### src/rtl/mu0_pkg.sv
// MU0 sequencer shared types and constants.
// Imported by the interface, the loader and the sequencer top.
package mu0_pkg;

   localparam int ADDR_W = 12;
   localparam int DATA_W = 16;
   localparam logic [3:0] OP_STP = 4'b0111;

   typedef enum logic [2:0] {
      S_IDLE,
      S_LOAD,
      S_FETCH,
      S_EXEC1,
      S_EXEC2,
      S_HALT
   } state_t;

   typedef struct packed {
      logic fetch;
      logic exec1;
      logic exec2;
      logic halted;
      logic loading;
   } phase_t;

   function automatic phase_t decode(state_t s);
      phase_t p;
      p         = '0;
      p.fetch   = (s == S_FETCH);
      p.exec1   = (s == S_EXEC1);
      p.exec2   = (s == S_EXEC2);
      p.halted  = (s == S_HALT);
      p.loading = (s == S_LOAD);
      return p;
   endfunction

endpackage

### src/rtl/mu0_sequencer_if.sv
// Control, decoder-phase and UART-load signals of the MU0 sequencer.
// master drives the controls, slave is the sequencer.
interface mu0_sequencer_if;
   import mu0_pkg::*;

   logic              run;
   logic              step;
   logic              load_start;
   logic [3:0]        op;
   logic              EXTRA;
   logic              rx_valid;
   logic [7:0]        rx_byte;
   logic              FETCH;
   logic              EXEC1;
   logic              EXEC2;
   logic              halted;
   logic              loading;
   logic              uart;
   logic [ADDR_W-1:0] load_addr;
   logic [DATA_W-1:0] load_data;

   modport master (
      output run, step, load_start, op, EXTRA,
      output rx_valid, rx_byte,
      input  FETCH, EXEC1, EXEC2, halted, loading,
      input  uart, load_addr, load_data
   );

   modport slave (
      input  run, step, load_start, op, EXTRA,
      input  rx_valid, rx_byte,
      output FETCH, EXEC1, EXEC2, halted, loading,
      output uart, load_addr, load_data
   );

endinterface

### src/rtl/mu0_uart_loader.sv
// Pairs received bytes (high first) into words and strobes them
// into memory at an auto-incrementing address.
module mu0_uart_loader
   import mu0_pkg::*;
(
   input  logic              clk,
   input  logic              rst_n,
   input  logic              en,
   input  logic              clr,
   input  logic              rx_valid,
   input  logic [7:0]        rx_byte,
   output logic              uart,
   output logic [ADDR_W-1:0] load_addr,
   output logic [DATA_W-1:0] load_data
);

   logic [7:0] hi;
   logic       hi_vld;

   always_ff @(posedge clk or negedge rst_n) begin
      if (!rst_n) begin
         hi        <= '0;
         hi_vld    <= 1'b0;
         uart      <= 1'b0;
         load_addr <= '0;
         load_data <= '0;
      end else begin
         uart <= en && rx_valid && hi_vld;
         if (clr) begin
            load_addr <= '0;
            hi_vld    <= 1'b0;
         end else begin
            // address advances once the strobe cycle has been seen
            if (uart)
               load_addr <= load_addr + ADDR_W'(1);
            if (!en) begin
               hi_vld <= 1'b0;
            end else if (rx_valid) begin
               if (hi_vld) begin
                  load_data <= {hi, rx_byte};
                  hi_vld    <= 1'b0;
               end else begin
                  hi     <= rx_byte;
                  hi_vld <= 1'b1;
               end
            end
         end
      end
   end

endmodule

### src/rtl/mu0_sequencer.sv
// MU0 control sequencer: fetch/execute phases, halt and
// UART program-load mode.
module mu0_sequencer
   import mu0_pkg::*;
(
   input  logic            clk,
   input  logic            rst_n,
   mu0_sequencer_if.slave  bus
);

   state_t state;
   state_t state_nx;
   logic   single;
   logic   single_nx;
   logic   instr_end;
   phase_t ph_q;
   logic   ld_en;
   logic   ld_clr;

   always_ff @(posedge clk or negedge rst_n) begin
      if (!rst_n) begin
         state  <= S_IDLE;
         single <= 1'b0;
         ph_q   <= '0;
      end else begin
         state  <= state_nx;
         single <= single_nx;
         ph_q   <= decode(state_nx);
      end
   end

   always_comb begin
      state_nx  = state;
      single_nx = single;
      instr_end = 1'b0;
      unique case (state)
         S_IDLE: begin
            if (bus.load_start) begin
               state_nx = S_LOAD;
            end else if (bus.step) begin
               state_nx  = S_FETCH;
               single_nx = 1'b1;
            end else if (bus.run) begin
               state_nx  = S_FETCH;
               single_nx = 1'b0;
            end
         end
         S_FETCH: state_nx = S_EXEC1;
         S_EXEC1: begin
            if (bus.op == OP_STP)
               state_nx = S_HALT;
            else if (bus.EXTRA)
               state_nx = S_EXEC2;
            else
               instr_end = 1'b1;
         end
         S_EXEC2: instr_end = 1'b1;
         S_HALT: begin
            if (bus.load_start)
               state_nx = S_LOAD;
         end
         S_LOAD: begin
            if (!bus.load_start)
               state_nx = S_IDLE;
         end
         default: state_nx = S_IDLE;
      endcase
      // a stepped instruction always returns to IDLE
      if (instr_end) begin
         if (single || !bus.run) begin
            state_nx  = S_IDLE;
            single_nx = 1'b0;
         end else begin
            state_nx = S_FETCH;
         end
      end
   end

   assign ld_en  = (state == S_LOAD) && bus.load_start;
   assign ld_clr = (state_nx == S_LOAD) && (state != S_LOAD);

   mu0_uart_loader u_loader (
      .clk       (clk),
      .rst_n     (rst_n),
      .en        (ld_en),
      .clr       (ld_clr),
      .rx_valid  (bus.rx_valid),
      .rx_byte   (bus.rx_byte),
      .uart      (bus.uart),
      .load_addr (bus.load_addr),
      .load_data (bus.load_data)
   );

   assign bus.FETCH   = ph_q.fetch;
   assign bus.EXEC1   = ph_q.exec1;
   assign bus.EXEC2   = ph_q.exec2;
   assign bus.halted  = ph_q.halted;
   assign bus.loading = ph_q.loading;

endmodule

### src/flat_wrapper.sv
// flat-port wrapper written by rule: the top's interface ports become plain ports
module mu0_sequencer_flat import mu0_pkg::*;
  (clk, rst_n, bus_run, bus_step, bus_load_start, bus_op, bus_EXTRA, bus_rx_valid, bus_rx_byte, bus_FETCH, bus_EXEC1, bus_EXEC2, bus_halted, bus_loading, bus_uart, bus_load_addr, bus_load_data);
  mu0_sequencer_if bus_i ();
  input  logic clk;
  input  logic rst_n;
  input wire logic [$bits(bus_i.run)-1:0] bus_run;
  input wire logic [$bits(bus_i.step)-1:0] bus_step;
  input wire logic [$bits(bus_i.load_start)-1:0] bus_load_start;
  input wire logic [$bits(bus_i.op)-1:0] bus_op;
  input wire logic [$bits(bus_i.EXTRA)-1:0] bus_EXTRA;
  input wire logic [$bits(bus_i.rx_valid)-1:0] bus_rx_valid;
  input wire logic [$bits(bus_i.rx_byte)-1:0] bus_rx_byte;
  output wire logic [$bits(bus_i.FETCH)-1:0] bus_FETCH;
  output wire logic [$bits(bus_i.EXEC1)-1:0] bus_EXEC1;
  output wire logic [$bits(bus_i.EXEC2)-1:0] bus_EXEC2;
  output wire logic [$bits(bus_i.halted)-1:0] bus_halted;
  output wire logic [$bits(bus_i.loading)-1:0] bus_loading;
  output wire logic [$bits(bus_i.uart)-1:0] bus_uart;
  output wire logic [$bits(bus_i.load_addr)-1:0] bus_load_addr;
  output wire logic [$bits(bus_i.load_data)-1:0] bus_load_data;
  assign bus_i.run = bus_run;
  assign bus_i.step = bus_step;
  assign bus_i.load_start = bus_load_start;
  assign bus_i.op = bus_op;
  assign bus_i.EXTRA = bus_EXTRA;
  assign bus_i.rx_valid = bus_rx_valid;
  assign bus_i.rx_byte = bus_rx_byte;
  assign bus_FETCH = bus_i.FETCH;
  assign bus_EXEC1 = bus_i.EXEC1;
  assign bus_EXEC2 = bus_i.EXEC2;
  assign bus_halted = bus_i.halted;
  assign bus_loading = bus_i.loading;
  assign bus_uart = bus_i.uart;
  assign bus_load_addr = bus_i.load_addr;
  assign bus_load_data = bus_i.load_data;
  mu0_sequencer u_core (.clk(clk), .rst_n(rst_n), .bus(bus_i));
endmodule
### config.mk
export PLATFORM = sky130hd
export DESIGN_NAME = mu0_sequencer_flat
export DESIGN_NICKNAME = d
export VERILOG_FILES = /design/src/rtl/mu0_pkg.sv /design/src/rtl/mu0_sequencer_if.sv /design/src/rtl/mu0_uart_loader.sv /design/src/rtl/mu0_sequencer.sv /design/src/flat_wrapper.sv
export SDC_FILE = /design/constraint.sdc
export NUM_CORES = 1
export LEC_CHECK = 0
export CAP_MARGIN = 25
export CORE_UTILIZATION = 40
export CTS_CLUSTER_DIAMETER = 200
export CTS_CLUSTER_SIZE = 28
export DETAILED_ROUTE_END_ITERATION = 8
export PLACE_DENSITY = 0.7
export SLEW_MARGIN = 10
export SYNTH_ARGS = -nofsm -noshare
export SYNTH_HDL_FRONTEND = slang
export SYNTH_SLANG_ARGS = --single-unit
export TNS_END_PERCENT = 10
### constraint.sdc
create_clock -name clk -period 2.3 [get_ports clk]
set_clock_uncertainty 0.05 [all_clocks]
set_input_delay 0.345 -clock clk [delete_from_list [all_inputs] [get_ports clk]]
set_output_delay 0.345 -clock clk [all_outputs]
set_load 0.02 [all_outputs]
==> results.ini <==
[synth]
yosys_warnings = 0
synth-seq-area-share_pct = 54.7
synth_fp_nets = 188
synth_cell_type_count = 41
syn_area_per_cell_um2 = 12.8
syn-cell-area_mm2 = 0.00215
ys_ff_latch = 47
synthCells = 168

[critical_path]
slowest_delay_ns = 0.67
startpoint_type = flop
critPathMaxFanout = 7
critPathTopFamily = buffers and inverters
r2r_end = u_core.u_loader.load_data[14]
r2r_cells = 4
rrSetupSlack_ns = 0.53
crit_chain = clkdlybuf4s50_1
path_class = flop to primary output
slowest_stage = clkdlybuf4s50_1
rr_startpoint = u_core.state[0]
end_kind = primary output
crit_buf_inv = 1
crit_required_ns = 1.90
worstPathArrival_ns = 1.45

[cells_and_area]
n_antenna_cell = 0
drive_gt1_share_pct = 24.4
layout_common_cells = clkdlybuf4s50_1 (51), dfrtp_1 (47), mux2_2 (16)
fill_cells = 477
area_delta_synth_final_pct = 32.1
layout.cells.most_common = clkdlybuf4s50_1
stdcell_area_mm2 = 0.00284
nets = 245

[clocking]
cts.path.max_buffers = 2
postCtsHoldBufs = 0
clock_latency_ns = 0.30
cts_root_buf = clkbuf_8
path_clk_slew_ns = 0.08
cts_resized = 0
cts_setup_buffers = 0
cts.sink_count = 47
cts-buffers-inserted = 5
htreeDepth = 2
cts_tree = done

[place]
dp_hpwl_um = 2810
portBuffers = 52
gp_congestion = 0.773
place_area_mm2 = 0.00273

[global_route]
grt_pass1_wl_um = 6020
grt_pass1_vias = 1334
grtUsageTotal_pct = 14.2
grt_antenna_before_repair = 0
gr-total-overflow = 0
grt_max_degree = 29

[sta]
hold-worst-slack_ns = -0.00188
drv_slew = 0
fmax_ghz = 0.541
rsz0062_at_grt = no
slew_headroom_pct = 58.9
period_needed_ns = 1.85
setup_tns_ns = 0
fin_crit_sh_pct = 80.3
hold_viol_final = 1
tightest_slew_ns = 0.616
report.final.setup_viol = 0

[detailed_routing]
drtPass1Iterations = 4
vias = 1416
drc = 0
dr.first_iter.drc_count = 35
wl_per_cell_um = 12.9
detail-route-antenna-nets = 0
routed_wl_um = 3800
routed_via_density = 4.80

[die]
die_w_um = 75.3
die-area_mm2 = 0.00567
die_h_um = 75.3
initial_core_util_pct = 41.8
io_pins = 53
coreArea_mm2 = 0.00514
rows = 26

[power]
p_per_area_mw_per_mm2 = 1090
p_leak_nw = 1.23
vdd.ir_drop.worst_v = 0.000478

[job]
maxCapViolations = 0

[min_path]
hp-class = primary input to asynchronous set/reset pin

[run_status]
violations = negative hold slack
status = finished with violations

-- layout make-up --
class	instances	area [um^2]	area share (%)
repair buffers	56	546	19.2
clock buffers	5	68.8	2.42
multi-input cells	112	912	32.1
inverters	3	11.3	0.397
well taps	70	87.6	3.09
flip-flops and latches	47	1180	41.4
clock inverters	2	37.5	1.32
-- state kept, by name, summed over array words and instances, names as in the netlist --
register	count
u_core.u_loader.load_data	16
u_core.u_loader.hi	8
u_core.single	1
u_core.bus.loading	1
u_core.bus.FETCH	1
u_core.state	3
u_core.u_loader.hi_vld	1
u_core.u_loader.uart	1
u_core.bus.EXEC2	1
u_core.bus.halted	1
u_core.u_loader.load_addr	12
u_core.bus.EXEC1	1
-- per-layer routing --
metal  GRT usage, %  share of wire (%)  vias up
met5              0                  0        -
met3           3.57                3.1        4
met1           18.1                 47      684
li1               -                  -      698
met2           23.2                 49       30
met4           6.17                1.3        0
-- cell families after synthesis --
group | Yosys count | share of synthesized area [%]
muxes | 26 | 15.1
buffers and inverters | 9 | 2.85
adders and majority gates | 1 | 0.582
and+or+nand+nor | 61 | 18.1
xor gates and xnor gates | 12 | 4.89
DFF | 47 | 54.7
AOI/OAI and AO/OA | 12 | 3.72
-- through the flow --
step | setup slack (ns) | util [%] | power (mW) | cells
finish | 0.453 | 55.2 | 3.09 | 295
global route | 0.399 | 55.2 | 3.26 | 295
CTS | 0.443 | 55.2 | 3.13 | 295
detailed placement | 0.189 | 53.2 | 2.54 | 288
global placement | 0.231 | 53.2 | 2.51 | 288
floorplan | 0.750 | - | 2.06 | 168
-- Yosys cell counts (all sizes together) --
master / number / share of area (%)
nor2: 24 / 5.6
a21oi: 5 / 1.2
inv: 3 / 0.52
or3: 1 / 0.35
xor2: 3 / 1.2
o31ai: 1 / 0.35
nand4b: 1 / 0.41
buf: 5 / 2.2
mux2i: 1 / 0.47
o31a: 1 / 0.41
nand4: 5 / 1.5
o21a: 2 / 0.70
nor3: 8 / 2.4
nand2b: 3 / 1.3
dfrtp: 47 / 55
nand3b: 2 / 0.87
mux2: 25 / 15
nand3: 3 / 1.3
nand2: 7 / 1.3
nor3b: 1 / 0.35
xnor2: 9 / 3.7
and4b: 1 / 0.47
and3b: 1 / 0.41
nor4: 3 / 1.6
o32ai: 1 / 0.41
clkbuf: 1 / 0.17
o21bai: 2 / 0.70
ha: 1 / 0.58
nor2b: 1 / 0.29
-- report_power, final --
part | switching [mW] | internal (mW)
Combinational | 0.550 | 0.659
Sequential | 0.210 | 1.09
Clock | 0.263 | 0.317
Total | 1.02 | 2.07
-- worst max path at each step --
stage | start | to | slack (ns) | cells past startpoint
finish | u_core.u_loader.uart | bus_uart | 0.45 | 1
global placement | bus_load_start | u_core.u_loader.load_data[11] | 0.23 | 5
global route | u_core.u_loader.uart | bus_uart | 0.40 | 1
CTS | u_core.u_loader.uart | bus_uart | 0.44 | 1
floorplan | u_core.state[2] | u_core.u_loader.load_data[0] | 0.75 | 5
detailed placement | bus_load_start | u_core.u_loader.load_data[13] | 0.19 | 5
Note: power is estimated with default switching activity, not from simulation.
